--- src/rtl/dram_arb_pkg.sv ---
`default_nettype none
// ============================================================================
// Module   : dram_arb_pkg
// Brief    : Shared types and constants for the DRAM arbiter slice.
// Revision : 1.0
// ============================================================================
package dram_arb_pkg;

    localparam int c_N_CORES = 4;
    localparam int c_ADDR_W  = 16;
    localparam int c_DATA_W  = 8;
    localparam int c_RD_LAT  = 1;

    typedef logic [1:0] state_t;

    localparam state_t c_ST_IDLE   = 2'd0;
    localparam state_t c_ST_ACCESS = 2'd1;
    localparam state_t c_ST_WAIT   = 2'd2;
    localparam state_t c_ST_ACK    = 2'd3;

    // Width needed to hold values 0..n-1, never less than one bit.
    function automatic int id_width(input int n);
        return (n > 1) ? $clog2(n) : 1;
    endfunction

endpackage
`default_nettype wire

--- src/rtl/rr_select.sv ---
`default_nettype none
// ============================================================================
// Module   : rr_select
// Brief    : Combinational round-robin picker (rotate, priority-encode, un-rotate).
// Revision : 1.0
// ============================================================================
module rr_select #(
    parameter int N_CORES = 4,
    parameter int ID_W    = 2
) (
    input  logic [N_CORES-1:0] i_req,
    input  logic [ID_W-1:0]    i_ptr,
    output logic               o_gnt_valid,
    output logic [ID_W-1:0]    o_gnt_id
);

    localparam logic [ID_W:0] c_N = (ID_W+1)'(N_CORES);

    logic [2*N_CORES-1:0] w_req_dbl;
    logic [N_CORES-1:0]   w_rot;
    logic [ID_W-1:0]      w_idx;
    logic [ID_W:0]        w_sum;

    assign w_req_dbl = {i_req, i_req};

    // Bit 0 of w_rot corresponds to the core currently at the pointer.
    for (genvar g = 0; g < N_CORES; g++) begin : g_rot
        assign w_rot[g] = w_req_dbl[g + int'(i_ptr)];
    end

    always_comb begin
        w_idx = '0;
        for (int i = N_CORES - 1; i >= 0; i--) begin
            if (w_rot[i]) begin
                w_idx = ID_W'(i);
            end
        end
    end

    always_comb begin
        w_sum = {1'b0, w_idx} + {1'b0, i_ptr};
        if (w_sum >= c_N) begin
            o_gnt_id = ID_W'(w_sum - c_N);
        end else begin
            o_gnt_id = ID_W'(w_sum);
        end
    end

    assign o_gnt_valid = |i_req;

endmodule
`default_nettype wire

--- src/rtl/dram_arbiter.sv ---
`default_nettype none
// ============================================================================
// Module   : dram_arbiter
// Brief    : Round-robin arbiter sharing one single-port DRAM among N cores.
// Revision : 1.0
// ============================================================================
module dram_arbiter
    import dram_arb_pkg::*;
#(
    parameter int N_CORES = c_N_CORES,
    parameter int ADDR_W  = c_ADDR_W,
    parameter int DATA_W  = c_DATA_W,
    parameter int RD_LAT  = c_RD_LAT
) (
    input  logic                    i_clk,
    input  logic                    i_rst_n,
    input  logic [N_CORES-1:0]      i_req_rd,
    input  logic [N_CORES-1:0]      i_req_wr,
    input  logic [N_CORES*ADDR_W-1:0] i_req_addr,
    input  logic [N_CORES*DATA_W-1:0] i_req_wdata,
    output logic [N_CORES-1:0]      o_ack,
    output logic [DATA_W-1:0]       o_rdata,
    output logic [ADDR_W-1:0]       o_dram_addr,
    output logic                    o_dram_read,
    output logic                    o_dram_write,
    output logic [DATA_W-1:0]       o_dram_wdata,
    input  logic [DATA_W-1:0]       i_dram_rdata,
    output logic                    o_busy
);

    localparam int c_ID_W  = id_width(N_CORES);
    localparam int c_CNT_W = id_width(RD_LAT);
    localparam logic [c_CNT_W-1:0] c_CNT_INIT = c_CNT_W'(RD_LAT - 1);
    localparam logic [c_ID_W-1:0]  c_LAST_ID  = c_ID_W'(N_CORES - 1);

    state_t                r_state;
    state_t                w_state_nxt;
    logic [c_ID_W-1:0]     r_ptr;
    logic [c_ID_W-1:0]     r_id;
    logic                  r_is_wr;
    logic [ADDR_W-1:0]     r_addr;
    logic [DATA_W-1:0]     r_wdata;
    logic [DATA_W-1:0]     r_rdata;
    logic [c_CNT_W-1:0]    r_cnt;

    logic [N_CORES-1:0]    w_req;
    logic                  w_gnt_valid;
    logic [c_ID_W-1:0]     w_gnt_id;
    logic                  w_load;

    assign w_req = i_req_rd | i_req_wr;

    rr_select #(
        .N_CORES (N_CORES),
        .ID_W    (c_ID_W)
    ) u_rr_select (
        .i_req       (w_req),
        .i_ptr       (r_ptr),
        .o_gnt_valid (w_gnt_valid),
        .o_gnt_id    (w_gnt_id)
    );

    always_ff @(posedge i_clk) begin
        if (!i_rst_n) begin
            r_state <= c_ST_IDLE;
        end else begin
            r_state <= w_state_nxt;
        end
    end

    always_comb begin
        w_state_nxt  = r_state;
        w_load       = 1'b0;
        o_busy       = (r_state != c_ST_IDLE);
        o_dram_read  = 1'b0;
        o_dram_write = 1'b0;
        o_dram_addr  = '0;
        o_dram_wdata = '0;
        o_ack        = '0;
        case (r_state)
            c_ST_IDLE: begin
                if (w_gnt_valid) begin
                    w_load      = 1'b1;
                    w_state_nxt = c_ST_ACCESS;
                end
            end
            c_ST_ACCESS: begin
                o_dram_addr  = r_addr;
                o_dram_wdata = r_wdata;
                o_dram_write = r_is_wr;
                o_dram_read  = !r_is_wr;
                w_state_nxt  = r_is_wr ? c_ST_ACK : c_ST_WAIT;
            end
            c_ST_WAIT: begin
                if (r_cnt == '0) begin
                    w_state_nxt = c_ST_ACK;
                end
            end
            c_ST_ACK: begin
                o_ack       = N_CORES'(1) << r_id;
                w_state_nxt = c_ST_IDLE;
            end
            default: begin
                w_state_nxt = c_ST_IDLE;
            end
        endcase
    end

    // Request fields are captured only at grant; later input changes are ignored.
    always_ff @(posedge i_clk) begin
        if (!i_rst_n) begin
            r_ptr   <= '0;
            r_id    <= '0;
            r_is_wr <= 1'b0;
            r_addr  <= '0;
            r_wdata <= '0;
            r_rdata <= '0;
            r_cnt   <= '0;
        end else begin
            if (w_load) begin
                r_id    <= w_gnt_id;
                r_is_wr <= i_req_wr[w_gnt_id];
                r_addr  <= i_req_addr[int'(w_gnt_id)*ADDR_W +: ADDR_W];
                r_wdata <= i_req_wdata[int'(w_gnt_id)*DATA_W +: DATA_W];
            end
            if (r_state == c_ST_ACCESS) begin
                r_cnt <= c_CNT_INIT;
            end else if ((r_state == c_ST_WAIT) && (r_cnt != '0)) begin
                r_cnt <= r_cnt - 1'b1;
            end
            if ((r_state == c_ST_WAIT) && (r_cnt == '0)) begin
                r_rdata <= i_dram_rdata;
            end
            if (r_state == c_ST_ACK) begin
                r_ptr <= (r_id == c_LAST_ID) ? '0 : r_id + 1'b1;
            end
        end
    end

    assign o_rdata = r_rdata;

endmodule
`default_nettype wire

--- config.mk ---
export PLATFORM = sky130hd
export DESIGN_NAME = dram_arbiter
export DESIGN_NICKNAME = d
export VERILOG_FILES = /design/src/rtl/dram_arb_pkg.sv /design/src/rtl/rr_select.sv /design/src/rtl/dram_arbiter.sv
export SDC_FILE = /design/constraint.sdc
export NUM_CORES = 1
export LEC_CHECK = 0
export ABC_AREA = 1
export BUFFER_PORTS_ARGS = -buffer_cell sky130_fd_sc_hd__buf_2
export CAP_MARGIN = 30
export CORE_UTILIZATION = 40
export CTS_CLUSTER_DIAMETER = 30
export DETAILED_ROUTE_END_ITERATION = 6
export PLACE_DENSITY = 0.72
export SYNTH_ARGS = -nofsm -noshare
export SYNTH_HDL_FRONTEND = slang
export SYNTH_SLANG_ARGS = --single-unit
--- constraint.sdc ---
create_clock -name i_clk -period 8 [get_ports i_clk]
set_input_delay 1.6 -clock i_clk [delete_from_list [all_inputs] [get_ports i_clk]]
set_output_delay 1.6 -clock i_clk [all_outputs]
set_load 0.01 [all_outputs]
==> run summary, run 1 <==
status - finished clean
Synth Warn # - 0
vias in the first global route - 2,800
TritonCTS clock tree - done
max-cap viol count - 0
HPWL after detailed placement - 5750 um
DRT antenna net count - 0
diode count - 0
Starting Density - 42.4%
Crit Path Class - primary input to register
Die ar. - 7750 um2
CP endpoint kind - register
Core Rows - 30
worst slew pin tran - 0.595 ns
Die X - 88.0 um
Setup WS pre-CTS - 3.66 ns
initial antenna violation count - 0
post-synth net total - 558
worst-path fanout max - 34
most frequent cells in the layout - buf_2 (152), nand2_1 (77), nor2_1 (70)
Yosys reg bits - 40
hold_ws - 0.483 ns
fin. max-slew vios - 0
Rel. slew slack - 60.3%
CTS buffer count - 5
P_leak - 2.18 nW
Most Frequent Cell on Critical Path - nand2_1
Area Growth Syn to Fin - 29.0%
Tot Pwr - 1.03 mW
CP Buf/Inv Count - 2
nets - 691
Max Fclk - 249 MHz
largest area contributor in the netlist - dfxtp_1
post-layout util - 54.7%
clock transition at the registers of the reported paths - 0.08 ns
CP delay by family, top - simple AND/OR/NAND/NOR gates
hold crit path type - register to register
worst-case vdd ir drop - 0.117 mV
# IOs - 153
synthesized area per cell - 6.82 um2
Core Footprint - 6980 um2
Pre-Repair DR Iteration Count - 4
dominant cells by area after synthesis - dfxtp_1 (27%), nand2_1 (9.8%), mux2_2 (9.5%), nor2_1 (8.9%), mux2i_1 (8.5%)
min setup slack post-route - 3.98 ns
top cell type's share of synthesized area - 27.0%
Final Instance Area - 3820 um2
Post-CTS Resized - 0
routed wire length - 7760 um
cell breakdown of the critical path - buf_2 > nor2_2 > nand2_1 > nand2_1 > nand2_1 > a31oi_1 > nor2_1 > ha_2 > buf_4 > mux2_2 > nand3_1 > nand2_1 > nor2_1 > nor2_1
gr usage total - 20.3%
final period utilization - 50.3%
startpoint types - primary input
largest net degree at the start of global routing - 53
Setup TNS Final - 0 ns
routed via count - 3,235
clock insertion delay at the later pin of the skew report - 0.29 ns
CTS sink cnt - 40
CP Data Required Time - 8.19 ns
Placed Cells - 656
Mapped Area - 2960 um2
GRT overflow - 0
Critical Path AT - 4.22 ns
most common cell after layout, fill and taps aside - buf_2
Mapped Cells - 434
hold_buf cts - 0
Max clock buf depth - 2
postcts setup bufs - 0
Setup violations, final - 0
sequential share of the synthesized area - 27.0%
drt wl/cell - 11.7 um
H-tree Lvls - 2
share of cells above drive strength 1 - 35.2%
final routed DRC violation total - 0
slowest CP cell - ha_2
root buf cell - clkbuf_8
P per Cell Area - 269 nW/um2
gpl congestion - 0.850
Clock Skew - 0.00200 ns
global-route wire length before repair - 12,500 um
Die Y - 88.0 um
Crit path largest cell delay - 0.62 ns
unrepaired setup endpoints after global routing - no
Port Buffers - 152
dpl cell area - 3700 um2
DRT iter0 DRCs - 135
drt via density - 4.87
synth unique cells - 27
Final Hold Fails - 0
Final Critical Period - 4.02 ns
fin cells - 664
## layer usage
| layer | track usage [%] | wire [um] | vias up |
|---|---|---|---|
| met5 | 0 | 0 | - |
| met1 | 24.2 | 3230 | 1429 |
| met3 | 4.81 | 678 | 8 |
| met2 | 36.7 | 3790 | 133 |
| li1 | - | - | 1665 |
| met4 | 4.99 | 66 | 0 |
## worst paths after layout
check / from / end / slack (ns) / depth (start not counted)
max reg2reg: r_ptr[0] / r_addr[10] / 4.82 / 12
min: o_rdata[0] / o_rdata[0] / 0.48 / 2
max: i_req_rd[2] / r_addr[10] / 3.98 / 14
min reg2reg: o_rdata[0] / o_rdata[0] / 0.48 / 2
## kinds of logic after synthesis
logic type	count (synthesis)	share of synthesized area, %
adders and majority gates	10	4.23
muxes	50	18.0
xor gates and xnor gates	1	0.296
DFF	40	27.0
and+or+nand+nor	189	26.8
AOI/OAI and AO/OA	71	12.3
buffers and inverters	73	11.4
## cell type report
cell class,instances,area (um2)
Fill cell,720,3160
Sequential cell,40,801
Tap cell,96,120
Multi-Input combinational cell,321,1830
Timing Repair Buffer,155,791
Clock buffer,5,68.8
Inverter,44,165
Clock inverter,3,46.3
## Yosys cell counts
cell type / count
nand2_1: 77
nor2_1: 70
inv_1: 43
dfxtp_1: 40
o21ai_0: 38
a21oi_1: 30
nand3_1: 30
mux2_2: 25
mux2i_1: 25
clkbuf_1: 14
ha_1: 10
buf_6: 6
buf_2: 5
nor2_2: 5
buf_4: 3
nand2_2: 2
a31oi_1: 1
buf_1: 1
inv_2: 1
nand2_4: 1
nand3_4: 1
nand4_1: 1
nor4_1: 1
o211a_1: 1
o211ai_1: 1
or2_2: 1
xor2_1: 1
## worst reg2reg max path: cells and delay by family, from the launching register on
family                     cells  cell delay, ns
muxes                          1            0.41
buffers and inverters          2            0.59
and+or+nand+nor                6            0.49
DFF                            1            0.49
adders and majority gates      2            0.94
AOI/OAI and AO/OA              1            0.17
## power by group
group | total (mW) | internal [mW] | switching, mW
registers | 0.309 | 0.270 | 0.0382
clock network | 0.172 | 0.0940 | 0.0775
logic | 0.548 | 0.232 | 0.316
total | 1.03 | 0.596 | 0.432
## state kept, by name, indices dropped and copies added, names as in the netlist
name,flops
r_ptr,2
r_id,2
r_cnt,1
r_wdata,8
r_is_wr,1
r_addr,16
o_rdata,8
r_state,2
Power figures use the tool's default switching activity.
==> run 2: changes to the inputs <==
==> constraint.sdc (replaced) <==
create_clock -name i_clk -period 3.89 [get_ports i_clk]
set_input_delay 0.778 -clock i_clk [delete_from_list [all_inputs] [get_ports i_clk]]
set_output_delay 0.778 -clock i_clk [all_outputs]
set_load 0.01 [all_outputs]
==> run summary, run 2 (same netlist as run 1, synthesis figures left out) <==
routed via count - 3,204 (was 3,235)
Setup violations, final - 0 (unchanged)
gr usage total - 20.9% (was 20.3%)
P_sw - 876 uW (was 432 uW)
worst-case vdd ir drop - 0.206 mV (was 0.117 mV)
hold crit path type - register to register (unchanged)
Starting Density - 42.4% (unchanged)
global-route wire length before repair - 12,800 um (was 12,500 um)
P per Cell Area - 544 nW/um2 (was 269 nW/um2)
Worst R2R Path Depth - 12 (unchanged)
Core Footprint - 6980 um2 (unchanged)
Setup TNS Final - 0 ns (unchanged)
DRT antenna net count - 0 (unchanged)
CTS buffer count - 5 (unchanged)
Crit Path Class - primary input to register (unchanged)
fin. max-slew vios - 0 (unchanged)
final period utilization - 70.3%
postcts setup bufs - 0 (unchanged)
Final Hold Fails - 0 (unchanged)
# IOs - 153 (unchanged)
GRT overflow - 0 (unchanged)
clock transition at the registers of the reported paths - 0.08 ns (about the same)
Area Growth Syn to Fin - 29.2% (was 29.0%)
Max Fclk - 366 MHz
P_leak - 2.19 nW (was 2.18 nW)
Final Instance Area - 3820 um2 (about the same)
Critical Path Start - i_req_rd[1] (was i_req_rd[2])
diode count - 0 (unchanged)
Post-CTS Resized - 0 (unchanged)
unrepaired setup endpoints after global routing - no (unchanged)
vias in the first global route - 2,993 (was 2,800)
routed wire length - 7830 um (was 7760 um)
most flop-heavy register - r_addr (unchanged)
max-cap viol count - 0 (unchanged)
CP delay by family, top - simple AND/OR/NAND/NOR gates (unchanged)
gpl congestion - 0.809 (was 0.850)
Critical Path AT - 2.91 ns (was 4.22 ns)
HPWL after detailed placement - 5870 um (was 5750 um)
worst slew pin tran - 0.637 ns (was 0.595 ns)
max FFs per register - 16 (unchanged)
DRT iter0 DRCs - 117 (was 135)
share of cells above drive strength 1 - 35.0% (was 35.2%)
initial antenna violation count - 0 (unchanged)
root buf cell - clkbuf_8 (unchanged)
Rel. slew slack - 57.5% (was 60.3%)
cell breakdown of the critical path - buf_2 > nor2_2 > nand2_1 > nand2_1 > nand2_1 > nand2_1 > a31oi_1 > nor2_1 > ha_2 > xor2_1 > inv_1 > nand3_4 > a21oi_1 > nor2_1 > nor2_1 (was buf_2 > nor2_2 > nand2_1 > nand2_1 > nand2_1 > a31oi_1 > nor2_1 > ha_2 > buf_4 > mux2_2 > nand3_1 > nand2_1 > nor2_1 > nor2_1)
clock share of power - 13.7% (was 16.7%)
reg-to-reg startpoint - r_ptr[0] (unchanged)
Cell Int Power - 1.20 mW (was 596 uW)
largest net degree at the start of global routing - 52 (was 53)
Crit path largest cell delay - 0.44 ns (was 0.62 ns)
Most Frequent Cell on Critical Path - nand2_1 (unchanged)
Die ar. - 7750 um2 (unchanged)
Sw Share - 42.1% (was 42.0%)
sequential cell fraction of total power - 30.7% (was 30.0%)
status - finished clean (unchanged)
Core Rows - 30 (unchanged)
CP endpoint kind - register (unchanged)
CTS sink cnt - 40 (unchanged)
Die Y - 88.0 um (unchanged)
CP Buf/Inv Count - 2 (unchanged)
H-tree Lvls - 2 (unchanged)
worst-path fanout max - 51 (was 34)
dpl cell area - 3730 um2 (was 3700 um2)
clock insertion delay at the later pin of the skew report - 0.28 ns (was 0.29 ns)
Pre-Repair DR Iteration Count - 4 (unchanged)
R2R Setup Slk - 1.17 ns (was 4.82 ns)
most common cell after layout, fill and taps aside - buf_2 (unchanged)
r2r endpoint - r_addr[2] (was r_addr[10])
final routed DRC violation total - 0 (unchanged)
Clock Skew - 0.00749 ns (was 0.00200 ns)
Port Buffers - 152 (unchanged)
crit path to - r_addr[2] (was r_addr[10])
nets - 692 (was 691)
drt via density - 4.82 (was 4.87)
Final Critical Period - 2.73 ns
slowest CP cell - nand3_4 (was ha_2)
CP Data Required Time - 4.06 ns (was 8.19 ns)
Max clock buf depth - 2 (unchanged)
drt wl/cell - 11.8 um (was 11.7 um)
startpoint types - primary input (unchanged)
TritonCTS clock tree - done (unchanged)
combinational fraction of design power - 55.6% (was 53.3%)
hold_buf cts - 0 (unchanged)
Crit path depth - 15 (was 14)
Die X - 88.0 um (unchanged)
Layout fillers - 726 (was 720)
most frequent cells in the layout - buf_2 (152), nand2_1 (77), nor2_1 (70) (unchanged)
-- run 2: cell count changes in the layout (fill, tap and decap cells not counted), sizes merged --
cell      before  now
inv           45   44
bufinv         1    0
clkbuf         5    8
clkinvlp       1    0
buf          155  156
-- run 2: worst min path at each step --
stage / cells after the start / start / slack (ns) / end
after CTS: 2 / r_cnt / 0.47 / r_cnt
after global placement: 2 / r_cnt / 0.45 / r_cnt
after floorplan: 2 / r_cnt / 0.44 / r_cnt
final: 2 / r_cnt / 0.47 / r_cnt
after detailed placement: 2 / r_cnt / 0.46 / r_cnt
after global routing: 2 / o_rdata[1] / 0.50 / o_rdata[1]
-- run 2: worst min-delay path: stages, from the launching register on --
cell and delay [ns]:
dfxtp_1 0.32, inv_1 0.06, nor4_1 0.05
-- run 2: layout make-up --
class	instances	area, um2	share of cell area [%]
clock buffers	8	90.1	2.36
inverters	44	165	4.32
multi-input cells	321	1830	47.7
flip-flops and latches	40	801	20.9
well taps	96	120	3.14
repair buffers	156	823	21.5
-- run 2: power groups by stage --
stage	registers, mW	clock network, mW	logic (mW)
floorplan	0.638	0	0.851
global placement	0.639	0	1.11
detailed placement	0.646	0	1.16
CTS	0.637	0.297	1.17
global route	0.659	0.307	1.31
finish	0.638	0.285	1.16
-- run 2: per-stage QoR --
step	hold slack (ns)	setup slack, ns	std cells	util, %	power, mW
after floorplan	0.436	1.14	434	-	1.49
after global placement	0.449	0.943	656	53.1	1.75
after detailed placement	0.456	0.864	657	53.5	1.81
after CTS	0.467	1.16	665	54.8	2.10
after global routing	0.502	0.913	665	54.8	2.28
final	0.466	1.16	665	54.8	2.08
-- run 2: metal layers --
| metal | part of all wire (%) | global-route usage, % | routed length (um) |
|---|---|---|---|
| met5 | 0 | 0 | 0 |
| met4 | 0.83 | 5.43 | 65 |
| met3 | 7.6 | 4.90 | 593 |
| met2 | 49 | 38.4 | 3830 |
| met1 | 43 | 24.4 | 3340 |
